===== config.mk =====
export PLATFORM = sky130hd
export DESIGN_NAME = fp_align_pipe
export DESIGN_NICKNAME = d
export VERILOG_FILES = /design/src/rtl/fp_align_pipe.sv
export SDC_FILE = /design/constraint.sdc
export NUM_CORES = 1
export LEC_CHECK = 0
export BUFFER_PORTS_ARGS = -buffer_cell sky130_fd_sc_hd__buf_2
export CAP_MARGIN = 15
export CORE_MARGIN = 3
export CORE_UTILIZATION = 52
export CTS_CLUSTER_DIAMETER = 100
export DETAILED_ROUTE_END_ITERATION = 16
export PLACE_DENSITY = 0.82
export SLEW_MARGIN = 10
export SYNTH_ARGS = -nofsm -noshare
export SYNTH_HDL_FRONTEND = slang
export SYNTH_SLANG_ARGS = --single-unit

===== constraint.sdc =====
create_clock -name clk -period 3.73 [get_ports clk]
set_input_delay 0.746 -clock clk [delete_from_list [all_inputs] [get_ports clk]]
set_output_delay 0.746 -clock clk [all_outputs]
set_load 0.01 [all_outputs]

===== src/rtl/fp_align_pipe.sv =====
// fp_align_pipe: two-stage FP adder operand alignment with exact sticky, subnormal handling and special bypass flag.
module fp_align_pipe #(
  parameter int EXP_W = 8,
  parameter int MAN_W = 23,
  parameter int TAG_W = 4
) (
  input  logic               clk,
  input  logic               reset,
  input  logic               in_valid,
  output logic               in_ready,
  input  logic               sign_a,
  input  logic               sign_b,
  input  logic [EXP_W-1:0]   exp_a,
  input  logic [EXP_W-1:0]   exp_b,
  input  logic [MAN_W-1:0]   man_a,
  input  logic [MAN_W-1:0]   man_b,
  input  logic [TAG_W-1:0]   in_tag,
  output logic               out_valid,
  input  logic               out_ready,
  output logic [EXP_W-1:0]   exp_out,
  output logic [MAN_W+3:0]   aligned_a,
  output logic [MAN_W+3:0]   aligned_b,
  output logic               b_larger,
  output logic               bypass,
  output logic               sign_a_out,
  output logic               sign_b_out,
  output logic [TAG_W-1:0]   out_tag
);
  localparam int AW = MAN_W + 4;
  logic [EXP_W-1:0] effA, effB, diff;
  logic bExpGreater, special, s2Free, lost;
  logic s1Valid, s1ShiftA, s1BLarger, s1Bypass, s1SignA, s1SignB;
  logic [EXP_W-1:0] s1Diff, s1Exp;
  logic [AW-1:0] s1WA, s1WB, shiftIn, shifted;
  logic [TAG_W-1:0] s1Tag;
  always_comb begin
    effA = (exp_a == '0) ? EXP_W'(1) : exp_a;
    effB = (exp_b == '0) ? EXP_W'(1) : exp_b;
    bExpGreater = effB > effA;
    diff = bExpGreater ? effB - effA : effA - effB;
    special = (&exp_a) | (&exp_b) | (exp_a == '0 && man_a == '0) | (exp_b == '0 && man_b == '0);
    s2Free = !out_valid | out_ready;
    in_ready = !s1Valid | s2Free;
    shiftIn = s1ShiftA ? s1WA : s1WB;
    // Mask of every bit that falls off the bottom; folded into the sticky position.
    lost = |(shiftIn & ~({AW{1'b1}} << s1Diff));
    shifted = (32'(s1Diff) >= 32'(AW)) ? {{(AW-1){1'b0}}, |shiftIn}
                                       : (shiftIn >> s1Diff) | AW'(lost);
  end
  always_ff @(posedge clk) begin
    if (reset) begin
      s1Valid <= 1'b0;
      s1ShiftA <= 1'b0;
      s1BLarger <= 1'b0;
      s1Bypass <= 1'b0;
      s1SignA <= 1'b0;
      s1SignB <= 1'b0;
      s1Diff <= '0;
      s1Exp <= '0;
      s1WA <= '0;
      s1WB <= '0;
      s1Tag <= '0;
      out_valid <= 1'b0;
      exp_out <= '0;
      aligned_a <= '0;
      aligned_b <= '0;
      b_larger <= 1'b0;
      bypass <= 1'b0;
      sign_a_out <= 1'b0;
      sign_b_out <= 1'b0;
      out_tag <= '0;
    end else begin
      if (in_ready) begin
        s1Valid <= in_valid;
        if (in_valid) begin
          s1ShiftA <= bExpGreater;
          s1Diff <= diff;
          s1Exp <= (exp_a == '0 && exp_b == '0) ? '0 : (bExpGreater ? effB : effA);
          s1BLarger <= bExpGreater | (effA == effB && man_b > man_a);
          s1Bypass <= special;
          s1SignA <= sign_a;
          s1SignB <= sign_b;
          s1WA <= {|exp_a, man_a, 3'b000};
          s1WB <= {|exp_b, man_b, 3'b000};
          s1Tag <= in_tag;
        end
      end
      if (s2Free) begin
        out_valid <= s1Valid;
        if (s1Valid) begin
          exp_out <= s1Exp;
          aligned_a <= s1ShiftA ? shifted : s1WA;
          aligned_b <= s1ShiftA ? s1WB : shifted;
          b_larger <= s1BLarger;
          bypass <= s1Bypass;
          sign_a_out <= s1SignA;
          sign_b_out <= s1SignB;
          out_tag <= s1Tag;
        end
      end
    end
  end
endmodule


---- Yosys cells after proc, flatten, opt, wreduce, memory -nomap -nowiden ----
Cells that the tools add are included.
operators by class
  shift-type cells ........................ 2
  order comparisons ....................... 3
  bitwise gates (word level) .............. 9
  mux-type cells .......................... 9
  equality and inequality tests ........... 1
  add/subtract/negate cells ............... 2
  reduce and logical (&&, ||, !) cells .... 18
operators with widths
  kind                                                                                  count
  27-bit 2-to-1 mux                                                                     4
  27-bit OR reduction                                                                   2
  23-bit zero test                                                                      2
  8-bit 2-to-1 mux                                                                      5
  27-bit bitwise AND                                                                    1
  27-bit NOT                                                                            1
  27-bit by 1-bit bitwise OR with 27-bit output                                         1
  27-bit by 8-bit << shifter with 27-bit output (first input constant)                  1
  27-bit by 8-bit >> shifter with 27-bit output                                         1
  23-bit greater-than comparator                                                        1
  8-bit zero test                                                                       2
  8-bit AND reduction                                                                   2
  8-bit OR reduction                                                                    2
  8-bit subtractor                                                                      2
  8-bit equality test                                                                   1
  8-bit by 5-bit greater-or-equal comparator with 1-bit output (second input constant)  1
  8-bit greater-than comparator                                                         1
  1-bit bitwise OR                                                                      6
  1-bit logical AND                                                                     4
  2-bit AND reduction                                                                   2
  1-bit zero test                                                                       2
word-level totals
  logic and storage cells ................. 64
  flip-flop bits (word level) ............. 145
  input port bits ......................... 72
  output and inout port bits .............. 72

---- Logic depth before layout (Yosys ltp) ----
  depth in word-level cells ............... 7
  gate-level depth with buffers ........... 17
  depth with buffers taken out ............ 15

---- Least setup slack after synthesis ----
No wires, ideal clock.
  kind .................................... in2reg
  start point ............................. in exp_a[1]
  end point ............................... reg s1Diff[7]
  setup slack ............................. 0.207 ns
  stages on the path ...................... 15
  buffers on the path ..................... 1
  library setup time ...................... 0.127 ns
  arrival time ............................ 3.396 ns
  data required time ...................... 3.603 ns
  cell sequence ........................... nor4_1 > a21oi_1 > inv_1 > ha_1 > inv_1 > fa_1 > nand3_1 > a21oi_1 > o31ai_4 > buf_6 > nor2_1 > a221o_1 > a311oi_2 > a211o_2 > o211ai_2
on the way
  cells in the longest elaborated chain, start to end .. 4
  elaborated cells between the ends (all ways) .. 6
  those cells by class .................... add/sub: 2; order compare: 1; mux: 2; reduce/logical: 1
ends and longest elaborated chain
  what                                                                      line    source
  start, declared                                                           13      input logic [EXP_W-1:0] exp_a,
  8-bit zero test                                                           37      effA = (exp_a == '0) ? EXP_W'(1) : exp_a;
  8-bit 2-to-1 mux (*)                                                      37
  8-bit subtractor / 8-bit greater-than comparator (equally long branches)  40, 39
  8-bit 2-to-1 mux (*)                                                      40      diff = bExpGreater ? effB - effA : effA - effB;
  end signal, assigned                                                      77      s1Diff <= diff;
  end, declared                                                             33      logic [EXP_W-1:0] s1Diff, s1Exp;
Every way passes the cells marked *; elsewhere a longest branch is shown, timed or not.
A chain may end at the register's enable or synchronous reset.

---- Final worst setup path ----
  start point ............................. in exp_a[5]
  end point ............................... reg s1Diff[7]
The elaborated chain is that of the path after synthesis.

==> impl_metrics.env <==
export IMPL_status="completed"
export IMPL_syn_nets=1325
export IMPL_die_h_um=139.5
export IMPL_synth_edf_count=0
export IMPL_antenna_found_initial=0
export IMPL_n_antenna_cell=0
export IMPL_yosys_most_used_dff="dfxtp_1"
export IMPL_rrSetupSlack_ns=0.65
export IMPL_syn_inst=1213
export IMPL_cts_sinks=145
export IMPL_maxCapViolCount=0
export IMPL_first_iter_violations=1026
export IMPL_arrival_ns=3.70
export IMPL_place_congestion=0.9988
export IMPL_post_cts_setup_buffers=0
export IMPL_powerDensity_mw_per_mm2=421.6
export IMPL_cts_hold_fix_buffers=0
export IMPL_crit_chain="buf_2, nor4_1, buf_4, a21oi_1, inv_1, ha_1, inv_1, fa_1, nand3_1, a21oi_1, o31ai_4, buf_4, mux2_2, o21ai_0, a211o_2, o211ai_2"
export IMPL_yosysMostFrequentCell="nand2_1"
export IMPL_crit_type="in2reg"
export IMPL_drc=0
export IMPL_cts_tree="built"
export IMPL_synth_top_area_cell="dfxtp_1"
export IMPL_core_area_mm2=0.01736
export IMPL_postLayoutCoreUtil=0.6192
export IMPL_track_usage=0.3071
export IMPL_synth_compound_area_frac=0.2157
export IMPL_cts_buffers=17
export IMPL_vias_per_cell=6.138
export IMPL_p_leak_nw=4.567
export IMPL_clock_skew_ns=0.006840
export IMPL_hold_viol_final=0
export IMPL_irDropWorstVdd_mv=0.3494
export IMPL_clock_latency_ns=0.44
export IMPL_die_x_um=139.5
export IMPL_async_flop_share=0
export IMPL_fin_ws_ns=0.3467
export IMPL_synth_xor_area_share=0.004725
export IMPL_start_util=0.5340
export IMPL_ctsRootBufferMaster="clkbuf_16"
export IMPL_drive_gt1_frac=0.2129
export IMPL_antenna_left=0
export IMPL_grt_pass1_wl_mm=48.13
export IMPL_hpwl_mm=22.49
export IMPL_die_area_mm2=0.01946
export IMPL_relSlewSlack=0.4431
export IMPL_clock_path_buffers=2
export IMPL_fmax_mhz=295.6
export IMPL_ys_warn_count=0
export IMPL_synth_top_cells_by_count="nand2_1, a21oi_1, dfxtp_1"
export IMPL_yosysSeqAreaShare=0.3132
export IMPL_finalCriticalPeriod_ns=3.383
export IMPL_total_power_mw=4.531
export IMPL_cp_num_buf_inv=5
export IMPL_placed_cell_area_mm2=0.01018
export IMPL_cpPeakStageDelay_ns=0.39
export IMPL_area_delta_synth_final_pct=15.94
export IMPL_wl_per_cell_um=19.56
export IMPL_fin_area_mm2=0.01075
export IMPL_hold_class="reg2reg"
export IMPL_synth_top_family_by_area="compound AO/OA/AOI/OAI gates"
export IMPL_critical_path_top_delay_family="compound AO/OA/AOI/OAI gates"
export IMPL_rsz0062_at_grt="false"
export IMPL_nFillCells=1572
export IMPL_grt_ovfl_total=0
export IMPL_critical_path_max_fanout=20
export IMPL_crit_path_start_kind="input pin"
export IMPL_path_clk_slew_ns=0.06
export IMPL_post_cts_resized=0
export IMPL_htree_levels=4
export IMPL_worst_pin_slew_ns=0.8344
export IMPL_num_rows=48
export IMPL_slew_violations=0
export IMPL_nets=1428
export IMPL_setup_violations=0
export IMPL_grt_max_degree=68
export IMPL_io_buffers=143
export IMPL_ys_types=63
export IMPL_min_period_over_period=0.9071
export IMPL_grt_pass1_vias=8909
export IMPL_synth_top_area_frac=0.3132
export IMPL_required_ns=4.04
export IMPL_synth_adder_area_share=0.05778
export IMPL_synth_seq_cells=145
export IMPL_synth_area_top_cells="dfxtp_1, a21oi_1, nand2_1, mux4_2, ha_1"
export IMPL_synthMuxAreaShare=0.1263
export IMPL_synth_area_mm2=0.009269
export IMPL_pre_cts_ws_ns=-0.1193
export IMPL_synthSimpleGateAreaFrac=0.2094
export IMPL_slowest_stage="fa_1"
export IMPL_dr_pass1_iters=5
export IMPL_syn_mean_instance_area_um2=7.641
export IMPL_wl_mm=30.40
export IMPL_boundaryPins=144
export IMPL_cp_end_kind="register"
export IMPL_vias=9538
==> per-layer routing <==
metal	vias up	part of all wire	global-route usage
met3	87	0.089	0.05739
met2	484	0.44	0.4598
met1	4433	0.43	0.4303
li1	4534	-	-
met5	-	0	0
met4	0	0.045	0.1416
==> cell type report <==
class,count,area (um2),area share
Multi-Input combinational cell,909,5704,0.5308
Sequential cell,145,2907,0.2705
Timing Repair Buffer,192,1099,0.1022
Clock buffer,17,425.4,0.03959
Tap cell,225,281.5,0.02620
Inverter,51,191.4,0.01781
Clock inverter,15,138.9,0.01292
==> registers in the layout (all words and copies together), names as in the netlist, 8 cells and up <==
signal,cells
aligned_b,27
s1Exp,8
s1WA,24
aligned_a,27
s1WB,24
exp_out,8
s1Diff,8
==> final timing paths <==
check	from	endpoint	cells past startpoint
max	exp_a[5]	s1Diff[7]$_SDFFE_PP0P_	16
min	aligned_b[11]$_SDFFE_PP0P_	aligned_b[11]$_SDFFE_PP0P_	2
max reg2reg	s1ShiftA$_SDFFE_PP0P_	aligned_b[5]$_SDFFE_PP0P_	8
min reg2reg	aligned_b[11]$_SDFFE_PP0P_	aligned_b[11]$_SDFFE_PP0P_	2
==> cells in the final DEF (no fill, tap or decap), types with 5 or more instances in the layout <==
cell type,instances
a211oi_1,22
a21o_1,9
a21oi_1,171
a22oi_1,5
a31oi_1,13
and3_1,10
buf_2,142
buf_4,49
clkbuf_16,17
dfxtp_1,144
ha_1,38
inv_1,50
inv_6,6
mux2_2,16
mux2i_1,36
mux4_2,28
nand2_1,211
nand3_1,21
nand4_1,18
nor2_1,88
nor2b_1,7
nor3_1,44
nor4_1,20
o21ai_0,67
o22ai_1,5
o31ai_1,7
or3_1,6
==> report_power, final <==
group,leakage [nW],switching [mW],internal [mW]
sequential,1.19,0.135,1.64
clock,0.282,0.762,0.884
combinational,3.09,0.672,0.437
total,4.57,1.57,2.96
==> worst register-to-register path, stage by stage, from the launching register on <==
cell and delay, ns:
dfxtp_4 0.89, mux4_2 0.62, and3_1 0.27, a22oi_1 0.53, nand2_1 0.11, o311ai_0 0.12
nand2_1 0.12, mux2i_1 0.20, a21oi_1 0.09
==> stage by stage <==
| step | TNS (ns) | cells | hold WS, ns |
|---|---|---|---|
| floorplan | 0 | 1213 | 0.4287 |
| global route | 0 | 1554 | 0.4603 |
| global placement | -0.09591 | 1522 | 0.4381 |
| finish | 0 | 1554 | 0.4485 |
| detailed placement | -0.2084 | 1522 | 0.4437 |
| CTS | 0 | 1554 | 0.4521 |
==> kinds of logic (layout without fill, tap and decap cells) <==
| logic type | Yosys count | after routing |
|---|---|---|
| flip-flops | 145 | 145 |
| adder cells (fa/ha/maj) | 42 | 42 |
| AND/OR/NAND/NOR | 442 | 442 |
| buffers and inverters | 159 | 275 |
| XOR/XNOR | 5 | 5 |
| multiplexers | 80 | 80 |
| AO/OA/AOI/OAI | 340 | 340 |
No activity file was read; power rests on OpenSTA's default activity.
